<file path="src/rtl/alu_mc_pkg.sv">
// alu_mc_pkg: shared definitions for the multi-cycle execute ALU.
//   - ALUControl code constants (decoder output encoding)
//   - cnt_sel encoding for the Zbb count op (code ALU_CNT)
//   - FSM state encoding for alu_mc
package alu_mc_pkg;

  localparam logic [3:0] ALU_ADD  = 4'b0000;
  localparam logic [3:0] ALU_SUB  = 4'b0001;
  localparam logic [3:0] ALU_AND  = 4'b0010;
  localparam logic [3:0] ALU_OR   = 4'b0011;
  localparam logic [3:0] ALU_SLT  = 4'b0101;
  localparam logic [3:0] ALU_SRL  = 4'b0110;
  localparam logic [3:0] ALU_SRA  = 4'b0111;
  localparam logic [3:0] ALU_XOR  = 4'b1010;
  localparam logic [3:0] ALU_SLTU = 4'b1100;
  localparam logic [3:0] ALU_SE   = 4'b1101;
  localparam logic [3:0] ALU_SLL  = 4'b1110;
  localparam logic [3:0] ALU_CNT  = 4'b1111;

  typedef enum logic [1:0] {
    CNT_CLZ  = 2'b00,
    CNT_CTZ  = 2'b01,
    CNT_CPOP = 2'b10,
    CNT_BAD  = 2'b11
  } cnt_sel_e;

  typedef enum logic [1:0] {
    S_IDLE = 2'b00,
    S_BUSY = 2'b01,
    S_DONE = 2'b10
  } state_e;

endpackage

</file>
<file path="src/rtl/alu_mc_comb.sv">
// alu_mc_comb: single-cycle datapath and op decode for alu_mc.
// Optional macro ALU_MC_BARREL_SHIFT_EN: shifts resolved here in one cycle.
// Ports:
//   i_ctrl    ALUControl code
//   i_cnt_sel count-op select (only meaningful for ALU_CNT)
//   i_a, i_b  operands
//   o_result  single-cycle result (don't-care when o_multi=1)
//   o_illegal unsupported code / cnt_sel
//   o_multi   op needs the iterative path in alu_mc
module alu_mc_comb
  import alu_mc_pkg::*;
#(
  parameter int XLEN = 32
) (
  input  logic [3:0]      i_ctrl,
  input  logic [1:0]      i_cnt_sel,
  input  logic [XLEN-1:0] i_a,
  input  logic [XLEN-1:0] i_b,
  output logic [XLEN-1:0] o_result,
  output logic            o_illegal,
  output logic            o_multi
);

  localparam int SHW = $clog2(XLEN);

  logic [SHW-1:0] w_shamt;
  assign w_shamt = i_b[SHW-1:0];

  always_comb begin
    o_result  = '0;
    o_illegal = 1'b0;
    o_multi   = 1'b0;
    case (i_ctrl)
      ALU_ADD:  o_result = i_a + i_b;
      ALU_SUB:  o_result = i_a - i_b;
      ALU_SE:   o_result = i_a - i_b;
      ALU_AND:  o_result = i_a & i_b;
      ALU_OR:   o_result = i_a | i_b;
      ALU_XOR:  o_result = i_a ^ i_b;
      ALU_SLT:  o_result = {{(XLEN-1){1'b0}}, ($signed(i_a) < $signed(i_b))};
      ALU_SLTU: o_result = {{(XLEN-1){1'b0}}, (i_a < i_b)};
`ifdef ALU_MC_BARREL_SHIFT_EN
      ALU_SLL:  o_result = i_a << w_shamt;
      ALU_SRL:  o_result = i_a >> w_shamt;
      ALU_SRA:  o_result = $unsigned($signed(i_a) >>> w_shamt);
`else
      // shamt=0 finishes immediately with the unshifted operand
      ALU_SLL, ALU_SRL, ALU_SRA: begin
        o_result = i_a;
        o_multi  = (w_shamt != '0);
      end
`endif
      ALU_CNT: begin
        if (i_cnt_sel == CNT_BAD) o_illegal = 1'b1;
        else                      o_multi   = 1'b1;
      end
      default:  o_illegal = 1'b1;
    endcase
  end

endmodule

</file>
<file path="src/rtl/alu_mc.sv">
// alu_mc: multi-cycle execute-stage ALU with valid/ready on both sides.
// Optional macro ALU_MC_BARREL_SHIFT_EN: shifts take the single-cycle path.
// Ports:
//   clk, rst_n          clock, synchronous active-low reset
//   in_valid/in_ready   op handshake (in_ready high only in IDLE)
//   alu_ctrl, cnt_sel   op code and count-op select
//   src_a, src_b        operands (shift amount in src_b low bits)
//   out_valid/out_ready result handshake
//   result, zero        registered result and result==0
//   illegal             unsupported op code or cnt_sel
module alu_mc
  import alu_mc_pkg::*;
#(
  parameter int XLEN = 32,
  parameter int CNTW = $clog2(XLEN) + 1
) (
  input  logic            clk,
  input  logic            rst_n,
  input  logic            in_valid,
  output logic            in_ready,
  input  logic [3:0]      alu_ctrl,
  input  logic [1:0]      cnt_sel,
  input  logic [XLEN-1:0] src_a,
  input  logic [XLEN-1:0] src_b,
  output logic            out_valid,
  input  logic            out_ready,
  output logic [XLEN-1:0] result,
  output logic            zero,
  output logic            illegal
);

  localparam int SHW = $clog2(XLEN);

  state_e            r_state, w_state_nxt;
  logic [3:0]        r_op;
  cnt_sel_e          r_sel;
  logic [XLEN-1:0]   r_work, w_work_nxt;
  logic [CNTW-1:0]   r_iter;
  logic [CNTW-1:0]   r_cnt, w_cnt_nxt;
  logic              r_found, w_found_nxt;
  logic              w_bit;
  logic              w_last;
  logic [XLEN-1:0]   w_busy_res;
  logic [XLEN-1:0]   r_result;
  logic              r_zero, r_illegal;

  logic [XLEN-1:0]   w_comb_res;
  logic              w_comb_ill, w_multi;
  logic              w_accept;

  alu_mc_comb #(.XLEN(XLEN)) u_comb (
    .i_ctrl    (alu_ctrl),
    .i_cnt_sel (cnt_sel),
    .i_a       (src_a),
    .i_b       (src_b),
    .o_result  (w_comb_res),
    .o_illegal (w_comb_ill),
    .o_multi   (w_multi)
  );

  assign in_ready  = (r_state == S_IDLE);
  assign out_valid = (r_state == S_DONE);
  assign result    = r_result;
  assign zero      = r_zero;
  assign illegal   = r_illegal;
  assign w_accept  = in_valid && in_ready;
  assign w_last    = (r_iter == CNTW'(1));

  always_ff @(posedge clk) begin
    if (!rst_n) r_state <= S_IDLE;
    else        r_state <= w_state_nxt;
  end

  always_comb begin
    w_state_nxt = r_state;
    case (r_state)
      S_IDLE:  if (w_accept) w_state_nxt = w_multi ? S_BUSY : S_DONE;
      S_BUSY:  if (w_last) w_state_nxt = S_DONE;
      S_DONE:  if (out_ready) w_state_nxt = S_IDLE;
      default: w_state_nxt = S_IDLE;
    endcase
  end

  // One iteration step: shifts move r_work one bit; count ops consume one
  // bit per cycle (clz from the MSB, ctz/cpop from the LSB).
  always_comb begin
    w_bit       = 1'b0;
    w_work_nxt  = r_work;
    w_cnt_nxt   = r_cnt;
    w_found_nxt = r_found;
    if (r_op == ALU_CNT) begin
      if (r_sel == CNT_CLZ) begin
        w_bit      = r_work[XLEN-1];
        w_work_nxt = r_work << 1;
      end else begin
        w_bit      = r_work[0];
        w_work_nxt = r_work >> 1;
      end
      if (r_sel == CNT_CPOP) begin
        w_cnt_nxt = r_cnt + CNTW'(w_bit);
      end else begin
        if (!r_found && !w_bit) w_cnt_nxt = r_cnt + CNTW'(1);
        w_found_nxt = r_found | w_bit;
      end
    end else begin
      case (r_op)
        ALU_SLL: w_work_nxt = r_work << 1;
        ALU_SRL: w_work_nxt = r_work >> 1;
        ALU_SRA: w_work_nxt = {r_work[XLEN-1], r_work[XLEN-1:1]};
        default: w_work_nxt = r_work;
      endcase
    end
  end

  assign w_busy_res = (r_op == ALU_CNT) ? {{(XLEN-CNTW){1'b0}}, w_cnt_nxt}
                                        : w_work_nxt;

  always_ff @(posedge clk) begin
    if (!rst_n) begin
      r_op      <= '0;
      r_sel     <= CNT_CLZ;
      r_work    <= '0;
      r_iter    <= '0;
      r_cnt     <= '0;
      r_found   <= 1'b0;
      r_result  <= '0;
      r_zero    <= 1'b1;
      r_illegal <= 1'b0;
    end else begin
      case (r_state)
        S_IDLE: begin
          if (w_accept) begin
            r_op    <= alu_ctrl;
            r_sel   <= cnt_sel_e'(cnt_sel);
            r_work  <= src_a;
            r_cnt   <= '0;
            r_found <= 1'b0;
            r_iter  <= (alu_ctrl == ALU_CNT) ? CNTW'(XLEN)
                                             : {{(CNTW-SHW){1'b0}}, src_b[SHW-1:0]};
            if (w_multi) begin
              r_illegal <= 1'b0;
            end else begin
              r_result  <= w_comb_res;
              r_zero    <= (w_comb_res == '0);
              r_illegal <= w_comb_ill;
            end
          end
        end
        S_BUSY: begin
          r_work  <= w_work_nxt;
          r_cnt   <= w_cnt_nxt;
          r_found <= w_found_nxt;
          r_iter  <= r_iter - CNTW'(1);
          if (w_last) begin
            r_result <= w_busy_res;
            r_zero   <= (w_busy_res == '0);
          end
        end
        default: ;
      endcase
    end
  end

endmodule

</file>
<file path="config.mk">
export PLATFORM = sky130hd
export DESIGN_NAME = alu_mc
export DESIGN_NICKNAME = d
export VERILOG_FILES = /design/src/rtl/alu_mc_pkg.sv /design/src/rtl/alu_mc_comb.sv /design/src/rtl/alu_mc.sv
export SDC_FILE = /design/constraint.sdc
export NUM_CORES = 1
export LEC_CHECK = 0
export ABC_AREA = 1
export CAP_MARGIN = 20
export CORE_MARGIN = 10
export CORE_UTILIZATION = 42
export CTS_CLUSTER_DIAMETER = 60
export DETAILED_ROUTE_END_ITERATION = 10
export SLEW_MARGIN = 20
export SYNTH_ARGS = -nofsm -noshare
export SYNTH_HDL_FRONTEND = slang
export SYNTH_SLANG_ARGS = --single-unit
</file>
<file path="constraint.sdc">
create_clock -name clk -period 4.42 [get_ports clk]
set_input_delay 0.884 -clock clk [delete_from_list [all_inputs] [get_ports clk]]
set_output_delay 0.884 -clock clk [all_outputs]
set_load 0.03 [all_outputs]
</file>
==> results.md <==
- Switching power of the nets: 1.77 mW
- Design area: 14,200 sq um
- Hold Path Depth: 2
- Switch share: 0.478
- Slew HR: 0.231
- CP max stage delay: 0.60 ns
- Final Setup Violations: 0
- Maxcap violations: 0
- Synth Warn #: 0
- Vert. Die Dim: 190 um
- Final hold slack: 0.472 ns
- XOR/XNOR share of the synthesized area: 0.00864
- Fin Setup TNS: 0 ns
- RSZ-0062 raised after global routing: no
- Clock power share: 0.192
- CP max-delay cell: clkdlybuf4s50_1
- Fillers: 3,087
- TritonCTS clock tree: yes
- Vias: 15.1k
- Max-slew violations: 0
- Async S/R FF share, synth: 0
- Number of global-route vias before repair: 14.2k
- Row count: 62
- GR Overflow Total: 0
- Worst path most repeated cell: nand2_1
- Cells after Synth: 2,187
- WP data required: 4.72 ns
- Combinational power share: 0.536
- Routed Antenna Nets: 0
- Layout cell share with drive strength beyond 1: 0.0505
- Syn_area_per_cell: 5.56 sq um
- Worst reg2reg endpoint: zero$_SDFFE_PN1P_
- Global route hottest layer: met2
- Final hold violations: 0
- Final cell count without fillers: 2,679
- Most common cell after layout, fill and taps aside: nand2_1
- Met2 Track Usage GR: 0.489
- Clock sink count: 87
- Yosys reg bits: 87
- Post-synthesis sequential area ratio: 0.143
- Fin crit share: 0.889
- Largest family of logic cells by synthesized area: simple AND/OR/NAND/NOR gates
- Htree depth: 3
- HP Class: flop to flop
- Crit. End Element: flop
- Worst Skew: 0.0103 ns
- Leakage Power: 7.21 nW
- CP cell instances: clkdlybuf4s50_1 > inv_1 > ha_1 > buf_4 > nand2_1 > nor2_1 > nand2_1 > nand2_1 > nand2_1 > nand2_1 > nand2_1 > nand3_1 > nand2_1 > nor2_1 > nand2_1 > nor2_1 > nand2_1 > nor2_1 > nand3_1 > nand2_1 > nand2_1 > nand2_1
- Worst path bufs/invs: 3
- Placer Congestion: 0.980
- Multi-input gate area: 8580 sq um
- Post-Synth Adder-Cell Area: 0.125
- Total wire length: 55,400 um
- Critical Path AT: 4.23 ns
- Cts hold-fix bufs: 0
- Setup repair bufs after CTS: 0
- Worst hold endpoint: result[0]$_SDFFE_PN0P_
- GRT Total Usage: 0.298
- Number of flops mapped to enable cells by yosys: 0
- Dpl cell area: 14,000 sq um
- Mapped cell area: 12,200 sq um
- Grt met1 use: 0.388
- Reg2reg start: r_op[0]$_SDFFE_PN0P_
- Post-layout nets: 2,484
- Compound-Gate Fraction of Synth Area: 0.218
- Worst setup path category: primary input to flop
- Cts bufs inserted: 9
- Met3 usage: 0.0397
- Die Area: 36,200 sq um
- Fmax: 254 MHz
- Worst-Skew Late Latency: 0.35 ns
- Worst setup SP type: primary input
- Pint: 1.94 mW
- Largest net degree at the start of global routing: 50
- Area Growth Syn to Fin: 16.9%
- # DRC: 0
- IO buf count: 109
- Family with the most delay on the worst path: simple AND/OR/NAND/NOR gates
- First DRT Iteration DRCs: 1,790
- Reg2Reg Depth: 16
- Crit path max fanout: 7
- Routed length per placed instance: 20.7 um
- Syn nets: 2,381
- Root Buffer: clkbuf_16
- Leading cell types in the layout, fill and taps excluded: nand2_1 (659), inv_1 (375), nor2_1 (183), nand3_1 (158), a21oi_1 (132)
- Initial Util: 0.425
- Primary FF master, synth: dfxtp_1
- Register area: 1740 sq um
- Post-placement cell count: 2,663
- Ant. Diodes: 0
- HP Start: result[0]$_SDFFE_PN0P_
- Flop pwr share: 0.271
- Status: finished, final reports clean
- Vias per cell: 5.62
- Final worst slack: 0.489 ns
- Power Density: 261 nW/um^2
- Post-synthesis simple-gate area fraction: 0.353
- Period minus WS final: 3.93 ns
- HPWL Detailed: 44,100 um
- Max VDD drop: 0.239 mV
- Post-synthesis mux area share: 0
- Post-place setup slack: 0.251 ns
- Ports: 110
- Global-route wire length before repair: 84,100 um
- Cell variety after synth: 48
- Chip width: 190 um
- DRT Pass-1 Iters: 6
- CTS Buffer Depth: 2
- Clock transition at path regs: 0.07 ns
- R2R Setup Slk: 1.13 ns
- Actual slew at the worst max-slew pin: 1.15 ns
- Resized Gates After CTS: 0
- Initial antenna violation count: 0
- Core area: 28,600 sq um
-- synth_stat cells, types with 5 or more instances --
cell      instances  area, sq um
o211ai_1         40          300
nand4_1          19          119
dfxtp_1          87         1740
xor2_1            8         70.1
o22ai_1          49          307
clkbuf_1         47          176
ha_1            118         1480
buf_1             5         18.8
inv_1           375         1410
nand3_1         158          791
nor2_1          186          698
nand2_1         659         2470
a31oi_1          34          213
o21ai_0          94          470
o21bai_1          5         37.5
nor3_1           17         85.1
inv_2             5         18.8
buf_2            43          215
o31ai_1           6         45.0
o221ai_1         35          307
a221oi_1         18          158
a21oi_1         132          661
-- cell families after synthesis --
| family | Yosys count |
|---|---|
| AOI/OAI and AO/OA | 431 |
| xor gates and xnor gates | 12 |
| adders and majority gates | 120 |
| buffers and inverters | 479 |
| DFF | 87 |
| and+or+nand+nor | 1058 |
-- stage by stage --
stage | total power, mW | utilization
floorplan | 2.19 | -
global placement | 2.96 | 0.487
detailed placement | 2.97 | 0.487
CTS | 3.68 | 0.497
global route | 3.94 | 0.497
finish | 3.71 | 0.497
-- power by group through the flow --
stage                     sequential [mW]  clock, mW  combinational [mW]
after floorplan                      1.10          0                1.10
after global placement               1.02          0                1.94
after detailed placement             1.02          0                1.95
after CTS                            1.00      0.720                1.96
after global routing                 1.01      0.751                2.18
final                                1.01      0.713                1.99
-- area by class of cell --
| cell class | count | share of cell area |
|---|---|---|
| clock buffer | 10 | 0.0161 |
| multi-input combinational | 1621 | 0.603 |
| inverter | 381 | 0.101 |
| clock inverter | 6 | 0.00264 |
| tap | 384 | 0.0338 |
| timing repair buffer | 190 | 0.121 |
| sequential | 87 | 0.122 |
-- layer usage --
layer  part of all wire  up-vias
li1                   -     7308
met3              0.067       96
met1               0.44     7029
met5                  0        -
met2               0.46      633
met4              0.037        0
-- registers in the layout, summed over array words and instances (netlist names) --
name     count
r_cnt        6
r_state      2
r_sel        2
r_op         4
r_iter       6
zero         1
r_found      1
r_work      32
illegal      1
result      32
-- worst min-delay path, delay by kind of cell (launching register included) --
kind             cells  cell delay [ns]
AND/OR/NAND/NOR      1             0.06
AO/OA/AOI/OAI        1             0.06
flip-flops           1             0.31
-- how the worst max path moves through the flow --
stage	startpoint	slack (ns)	cells past startpoint	to
floorplan	src_a[0]	1.62	22	zero$_SDFFE_PN1P_
global placement	src_b[0]	0.24	20	zero$_SDFFE_PN1P_
CTS	src_a[0]	0.60	23	zero$_SDFFE_PN1P_
detailed placement	src_a[0]	0.25	23	zero$_SDFFE_PN1P_
finish	src_a[6]	0.49	22	zero$_SDFFE_PN1P_
global route	src_a[6]	0.24	22	zero$_SDFFE_PN1P_
No activity file was read; power rests on OpenSTA's default activity.
